===== src/rtl/cmd_pkg.sv =====
// Shared encodings for the command sequencer: instruction fields, opcodes,
// ALU operation codes, controller states and decode classes.
package cmd_pkg;

   localparam int unsigned OpcMsb = 7;
   localparam int unsigned OpcLsb = 4;
   localparam int unsigned DstMsb = 3;
   localparam int unsigned DstLsb = 2;
   localparam int unsigned SrcMsb = 1;
   localparam int unsigned SrcLsb = 0;

   localparam logic [3:0] OpNop = 4'h0;
   localparam logic [3:0] OpMov = 4'h1;
   localparam logic [3:0] OpAdd = 4'h2;
   localparam logic [3:0] OpSub = 4'h3;
   localparam logic [3:0] OpAnd = 4'h4;
   localparam logic [3:0] OpOr  = 4'h5;
   localparam logic [3:0] OpLdi = 4'h6;
   localparam logic [3:0] OpIn  = 4'h7;
   localparam logic [3:0] OpJmp = 4'h8;
   localparam logic [3:0] OpJz  = 4'h9;
   localparam logic [3:0] OpHlt = 4'hF;

   localparam logic [2:0] AluPassB = 3'b000;
   localparam logic [2:0] AluAdd   = 3'b001;
   localparam logic [2:0] AluSub   = 3'b010;
   localparam logic [2:0] AluAnd   = 3'b011;
   localparam logic [2:0] AluOr    = 3'b100;

   typedef enum logic [3:0] {
      StIdle,
      StFetch,
      StFetchW,
      StDecode,
      StRdB,
      StImmF,
      StImmW,
      StExec,
      StWaitIn,
      StInWr,
      StHalt
   } state_e;

   // Where DECODE sends an instruction; two-byte forms are split off separately.
   typedef enum logic [2:0] {
      ClsNop,
      ClsHalt,
      ClsIn,
      ClsExec,
      ClsBranch
   } cls_e;

endpackage


===== src/rtl/cmd_decode.sv =====
// Combinational opcode decoder: next-state class, ALU op, flag-update enable
// and two-byte flag. Reserved opcodes decode as NOP.
module cmd_decode
   import cmd_pkg::*;
(
   input  logic [3:0] i_opcode,
   output cls_e       o_cls,
   output logic [2:0] o_alu_op,
   output logic       o_flag_en,
   output logic       o_two_byte
);

   always_comb begin
      o_cls      = ClsNop;
      o_alu_op   = AluPassB;
      o_flag_en  = 1'b0;
      o_two_byte = 1'b0;
      case (i_opcode)
         OpMov: o_cls = ClsExec;
         OpAdd: begin
            o_cls     = ClsExec;
            o_alu_op  = AluAdd;
            o_flag_en = 1'b1;
         end
         OpSub: begin
            o_cls     = ClsExec;
            o_alu_op  = AluSub;
            o_flag_en = 1'b1;
         end
         OpAnd: begin
            o_cls     = ClsExec;
            o_alu_op  = AluAnd;
            o_flag_en = 1'b1;
         end
         OpOr: begin
            o_cls     = ClsExec;
            o_alu_op  = AluOr;
            o_flag_en = 1'b1;
         end
         OpLdi: begin
            o_cls      = ClsExec;
            o_two_byte = 1'b1;
         end
         OpIn:  o_cls = ClsIn;
         OpJmp, OpJz: begin
            o_cls      = ClsBranch;
            o_two_byte = 1'b1;
         end
         OpHlt: o_cls = ClsHalt;
         OpNop: o_cls = ClsNop;
         default: o_cls = ClsNop;
      endcase
   end

endmodule


===== src/rtl/cmd_sequencer.sv =====
// Multi-cycle command sequencer: fetches from a synchronous ROM and drives the
// register file control pins and ALU operands for each instruction.
module cmd_sequencer
   import cmd_pkg::*;
(
   input  logic       clk,
   input  logic       rst,
   input  logic       start,
   output logic [7:0] rom_addr,
   input  logic [7:0] rom_data,
   input  logic       in_valid,
   output logic       in_ack,
   output logic [1:0] RA,
   output logic       wr,
   output logic       rd,
   output logic       enact,
   output logic [1:0] res_dest,
   input  logic [7:0] X,
   output logic [7:0] alu_a,
   output logic [7:0] alu_b,
   output logic [2:0] alu_op,
   input  logic       alu_zero,
   output logic       busy,
   output logic       halted
);

   state_e     r_state, w_state_d;
   logic [7:0] r_pc, w_pc_d;
   logic [7:0] r_ir, w_ir_d;
   logic [7:0] r_rom_addr, w_rom_addr_d;
   logic [7:0] r_alu_a, w_alu_a_d;
   logic [7:0] r_alu_b, w_alu_b_d;
   logic       r_z, w_z_d;

   logic [3:0] w_opc;
   logic [1:0] w_dst;
   logic [1:0] w_src;
   cls_e       w_cls;
   logic [2:0] w_dec_alu_op;
   logic       w_flag_en;
   logic       w_two_byte;

   assign w_opc = r_ir[OpcMsb:OpcLsb];
   assign w_dst = r_ir[DstMsb:DstLsb];
   assign w_src = r_ir[SrcMsb:SrcLsb];

   cmd_decode u_decode (
      .i_opcode   (w_opc),
      .o_cls      (w_cls),
      .o_alu_op   (w_dec_alu_op),
      .o_flag_en  (w_flag_en),
      .o_two_byte (w_two_byte)
   );

   always_ff @(posedge clk or posedge rst) begin
      if (rst) begin
         r_state    <= StIdle;
         r_pc       <= 8'h00;
         r_ir       <= 8'h00;
         r_rom_addr <= 8'h00;
         r_alu_a    <= 8'h00;
         r_alu_b    <= 8'h00;
         r_z        <= 1'b0;
      end else begin
         r_state    <= w_state_d;
         r_pc       <= w_pc_d;
         r_ir       <= w_ir_d;
         r_rom_addr <= w_rom_addr_d;
         r_alu_a    <= w_alu_a_d;
         r_alu_b    <= w_alu_b_d;
         r_z        <= w_z_d;
      end
   end

   // Register-file pins decode from state, so reset drops wr/rd immediately.
   always_comb begin
      w_state_d = r_state;
      w_pc_d    = r_pc;
      w_ir_d    = r_ir;
      w_alu_a_d = r_alu_a;
      w_alu_b_d = r_alu_b;
      w_z_d     = r_z;
      RA        = 2'b00;
      wr        = 1'b0;
      rd        = 1'b0;
      in_ack    = 1'b0;
      alu_op    = AluPassB;

      unique case (r_state)
         StIdle, StHalt: begin
            if (start) begin
               w_state_d = StFetch;
               w_pc_d    = 8'h00;
               w_z_d     = 1'b0;
            end
         end
         StFetch: w_state_d = StFetchW;
         StFetchW: begin
            w_ir_d    = rom_data;
            w_pc_d    = r_pc + 8'd1;
            w_state_d = StDecode;
         end
         StDecode: begin
            RA        = w_dst;
            w_alu_a_d = X;
            unique case (w_cls)
               ClsNop:  w_state_d = StFetch;
               ClsHalt: w_state_d = StHalt;
               ClsIn:   w_state_d = StWaitIn;
               default: w_state_d = w_two_byte ? StImmF : StRdB;
            endcase
         end
         StRdB: begin
            RA        = w_src;
            w_alu_b_d = X;
            w_state_d = StExec;
         end
         StImmF: w_state_d = StImmW;
         StImmW: begin
            w_pc_d = r_pc + 8'd1;
            // The immediate goes straight to its consumer: pc for branches, alu_b for LDI.
            if (w_cls == ClsBranch) begin
               if ((w_opc == OpJmp) || r_z) begin
                  w_pc_d = rom_data;
               end
               w_state_d = StFetch;
            end else begin
               w_alu_b_d = rom_data;
               w_state_d = StExec;
            end
         end
         StExec: begin
            RA     = w_dst;
            wr     = 1'b1;
            rd     = 1'b1;
            alu_op = w_dec_alu_op;
            if (w_flag_en) begin
               w_z_d = alu_zero;
            end
            w_state_d = StFetch;
         end
         StWaitIn: begin
            RA = w_dst;
            if (in_valid) begin
               w_state_d = StInWr;
            end
         end
         StInWr: begin
            RA        = w_dst;
            rd        = 1'b1;
            in_ack    = 1'b1;
            w_state_d = StFetch;
         end
         default: w_state_d = StIdle;
      endcase
   end

   // ROM address is loaded on entry to a fetch state so data is ready one cycle later.
   always_comb begin
      w_rom_addr_d = r_rom_addr;
      if ((w_state_d == StFetch) || (w_state_d == StImmF)) begin
         w_rom_addr_d = w_pc_d;
      end
   end

   assign rom_addr = r_rom_addr;
   assign alu_a    = r_alu_a;
   assign alu_b    = r_alu_b;
   assign enact    = 1'b1;
   assign res_dest = 2'b00;
   assign busy     = (r_state != StIdle) && (r_state != StHalt);
   assign halted   = (r_state == StHalt);

endmodule


===== config.mk =====
export PLATFORM = sky130hd
export DESIGN_NAME = cmd_sequencer
export DESIGN_NICKNAME = d
export VERILOG_FILES = /design/src/rtl/cmd_pkg.sv /design/src/rtl/cmd_decode.sv /design/src/rtl/cmd_sequencer.sv
export SDC_FILE = /design/constraint.sdc
export NUM_CORES = 1
export LEC_CHECK = 0
export ABC_CLOCK_PERIOD_IN_PS = 2900
export CAP_MARGIN = 20
export CORE_MARGIN = 2
export CORE_UTILIZATION = 45
export CTS_CLUSTER_SIZE = 14
export DETAILED_ROUTE_END_ITERATION = 12
export PLACE_DENSITY = 0.77
export SETUP_SLACK_MARGIN = 0.15
export SYNTH_ARGS = -nofsm -noshare
export SYNTH_HDL_FRONTEND = slang
export SYNTH_HIERARCHICAL = 1
export SYNTH_SLANG_ARGS = --single-unit
export TNS_END_PERCENT = 1

===== constraint.sdc =====
create_clock -name clk -period 2.9 [get_ports clk]
set_clock_uncertainty 0.05 [all_clocks]
set_input_delay 0.58 -clock clk [delete_from_list [all_inputs] [get_ports clk]]
set_output_delay 0.58 -clock clk [all_outputs]
set_load 0.05 [all_outputs]

==> out/metrics.csv <==
stage;metric;value;unit
floorplan;die area;6230;µm²
layout;Post-Layout Cell Count;378;
drt;Post-route DRC;0;
logic_synthesis;Main synth FF type;dfrtp_1;
cts;Reg clk slew, reported paths;0.09;ns
logic_synthesis;Syn. warnings;6;
timing;f_max;0.363;GHz
drt;Via Count;2114;
logic_synthesis;post-synth top area cell;dfrtp_1;
setup_path;worst reg-to-reg setup slack;0.15;ns
setup_path;CP Cell Sequence;nor2b_1 -> a221oi_4 -> buf_4 -> xnor2_1 -> or4_1 -> a21oi_1 -> a211oi_4 -> buf_12 -> mux2_2;
timing;Slew @ Worst Pin;0.688;ns
timing;final worst path period need;2.75;ns
power;PwrDens;1160;nW/µm²
job;Max Cap Viol;0;
floorplan;Die Span Y;79.0;µm
drt;routed len/inst;15.5;µm
global_route;initial antenna violation count;0;
power;peak supply drop;615;µV
placement;Placer Congestion;0.883;
setup_path;startpoint class of the critical path;flop;
floorplan;Die Wd;79.0;µm
placement;number of I/O port buffers;54;
layout;layout cells sized above 1;0.212;
hold_path;WHS Endpoint;alu_b[0]$_DFFE_PP0P_;
floorplan;Starting Density;0.462;
cts;CTS tree;built;
layout;fin nets;328;
layout;commonest non-fill, non-tap cell in the layout;clkdlybuf4s50_1;
global_route;gr usage total;0.196;
cts;clock tree sinks;45;
timing;final hold vios;0;
logic_synthesis;Synth Cell Area;2530;µm²
setup_path;WP data required;3.03;ns
logic_synthesis;Netlist cell types;55;
setup_path;R2R cell count;9;
global_route;first-pass GRT wire length;9690;µm
logic_synthesis;number of flops mapped to enable cells by yosys;0;
logic_synthesis;Async SR Flop Fraction;1.00;
timing;Slew HR;0.539;
drt;Routed Antenna Nets;0;
cts;Root Buffer;clkbuf_8;
layout;synthesis-to-layout area growth;30.9;%
logic_synthesis;sequential fraction of the synthesis area;0.445;
floorplan;CORE AREA;5470;µm²
drt;First-pass DRT Iterations;4;
setup_path;Crit path buffers/inverters;2;
timing;RSZ-0062 raised after global routing;yes;
floorplan;# rows;27;
setup_path;WS Path Type;flop to flop;
floorplan;IO Pins;58;
layout;most frequent cells in the layout;clkdlybuf4s50_1 (45), dfrtp_1 (43), mux2_2 (24);
setup_path;FF-to-FF End;rom_addr[0]$_DFFE_PP0P_;
cts;clock tree buffer depth;2;
cts;total CTS buffers;5;
logic_synthesis;top post-synthesis cells by area;dfrtp_1 (45%), mux2_2 (11%), nand2_1 (3.4%);
placement;number of placed instances, taps included;370;
timing;Slew Viols, Final;0;
global_route;pin count of the biggest net entering global routing;46;
placement;post-DP HPWL;4200;µm
setup_path;RR Startpoint;r_ir[6]$_DFFE_PP0P_;
setup_path;Crit. End Element;flop;
layout;post-route cell area;3310;µm²
logic_synthesis;FF+latch count, synth;45;
setup_path;Critical Path Max Stage Delay;0.48;ns
logic_synthesis;average size of a mapped cell;10.3;µm²
timing;post-route clock period utilization;0.950;
outcome;outcome;finished, final reports clean;
setup_path;arrival time worst endpoint;2.88;ns
hold_path;HP Start;alu_b[0]$_DFFE_PP0P_;
setup_path;Max Fanout on Critical Path;10;
timing;setup TNS;0;ns
timing;Setup violations, final;0;
power;Lkg Pwr;1.37;nW
logic_synthesis;Mapped Cells;246;
global_route;global route overflow;0;
drt;DRT iter0 DRCs;107;
layout;ANT cells;0;
setup_path;Top delay family on crit path;compound AO/OA/AOI/OAI gates;
setup_path;Worst path slowest cell;dfrtp_2;
cts;H-tree lvl count;2;
cts;worst skew pair latency;0.29;ns
drt;DR vias/cell;5.59;
global_route;vias in the first global route;2048;
logic_synthesis;post-synth top area share;0.445;
hold_path;Hold Crit Class;flop to flop;
placement;post-place instance area;3150;µm²
drt;final wirelength;5850;µm
hold_path;Hold Crit Depth;2;
[cell usage after synthesis, drive strengths merged, types with 4 or more instances]
cell type / number
a311oi: 6
and2: 6
buf: 10
clkbuf: 5
dfrtp: 45
inv: 12
mux2: 24
mux2i: 8
nand2: 23
nand2b: 4
nand3: 7
nand4: 4
nor2: 8
nor2b: 5
nor3: 5
o211ai: 8
o21ai: 17
[registers in the layout (all words and copies together), names as in the netlist]
signal and count:
r_z 1, r_state 4, alu_a 8, rom_addr 8, alu_b 8, r_ir 8, r_pc 8
[worst max-delay path by stage]
| stage | startpoint | end | slack (ns) | cells after the start |
|---|---|---|---|---|
| floorplan | r_ir[5]$_DFFE_PP0P_ | rom_addr[0]$_DFFE_PP0P_ | 0.26 | 8 |
| global placement | r_ir[6]$_DFFE_PP0P_ | rom_addr[1]$_DFFE_PP0P_ | 0.25 | 7 |
| detailed placement | r_ir[6]$_DFFE_PP0P_ | rom_addr[0]$_DFFE_PP0P_ | 0.14 | 7 |
| CTS | r_state[1]$_DFF_PP0_ | in_ack | 0.14 | 3 |
| global route | r_ir[6]$_DFFE_PP0P_ | rom_addr[6]$_DFFE_PP0P_ | 0.01 | 9 |
| finish | r_ir[6]$_DFFE_PP0P_ | rom_addr[0]$_DFFE_PP0P_ | 0.15 | 9 |
[cells by family (layout without fill, tap and decap cells)]
kind of cell,Yosys count,after routing,synth area share
multiplexers,32,32,0.139
other,2,3,0.00297
adder cells (fa/ha/maj),1,1,0.00495
XOR/XNOR,2,2,0.00693
AO/OA/AOI/OAI,56,56,0.160
flip-flops,45,45,0.445
AND/OR/NAND/NOR,81,81,0.189
buffers and inverters,27,86,0.0529
[metrics by stage]
step	setup WS (ns)	total power [W]	hold WS, ns	util
after CTS	0.143	0.00374	0.444	0.597
after global routing	0.0146	0.00407	0.484	0.605
final	0.145	0.00383	0.441	0.605
after floorplan	0.263	0.00263	0.431	-
after global placement	0.246	0.00320	0.412	0.576
after detailed placement	0.143	0.00324	0.424	0.576
[timing repair]
item                       CTS  global route
pin swaps                    1             2
gates cloned                 0             0
gates resized for setup      1             6
hold buffers                 0             0
setup endpoints to repair    9            10
setup buffers                0             1
[final cells by class]
cell class / count / area (µm²)
multi-input cells: 175 / 1310
well taps: 72 / 90.1
clock inverters: 2 / 35.0
flip-flops and latches: 45 / 1130
fillers: 483 / 2160
repair buffers: 67 / 633
clock buffers: 5 / 68.8
inverters: 12 / 45.0
[routing by layer]
metal / track usage / share of wire / wire length [µm]
met1: 0.261 / 0.46 / 2690
met2: 0.317 / 0.48 / 2810
met3: 0.0511 / 0.051 / 301
met4: 0.0569 / 0.0082 / 48
met5: 0 / 0 / 0
[where the power goes]
group,leakage [nW],switching [W],internal (W)
logic,0.757,0.00133,0.000955
registers,0.564,0.000221,0.000867
clock network,0.0540,0.000208,0.000251
[worst register-to-register path, cell delays in order (launching register included)]
cell and delay [ns]:
dfrtp_2 0.48, nor2b_1 0.22, a221oi_4 0.43, buf_4 0.20
xnor2_1 0.05, or4_1 0.40, a21oi_1 0.32, a211oi_4 0.07
buf_12 0.16, mux2_2 0.27
Note: power is estimated with default switching activity, not from simulation.
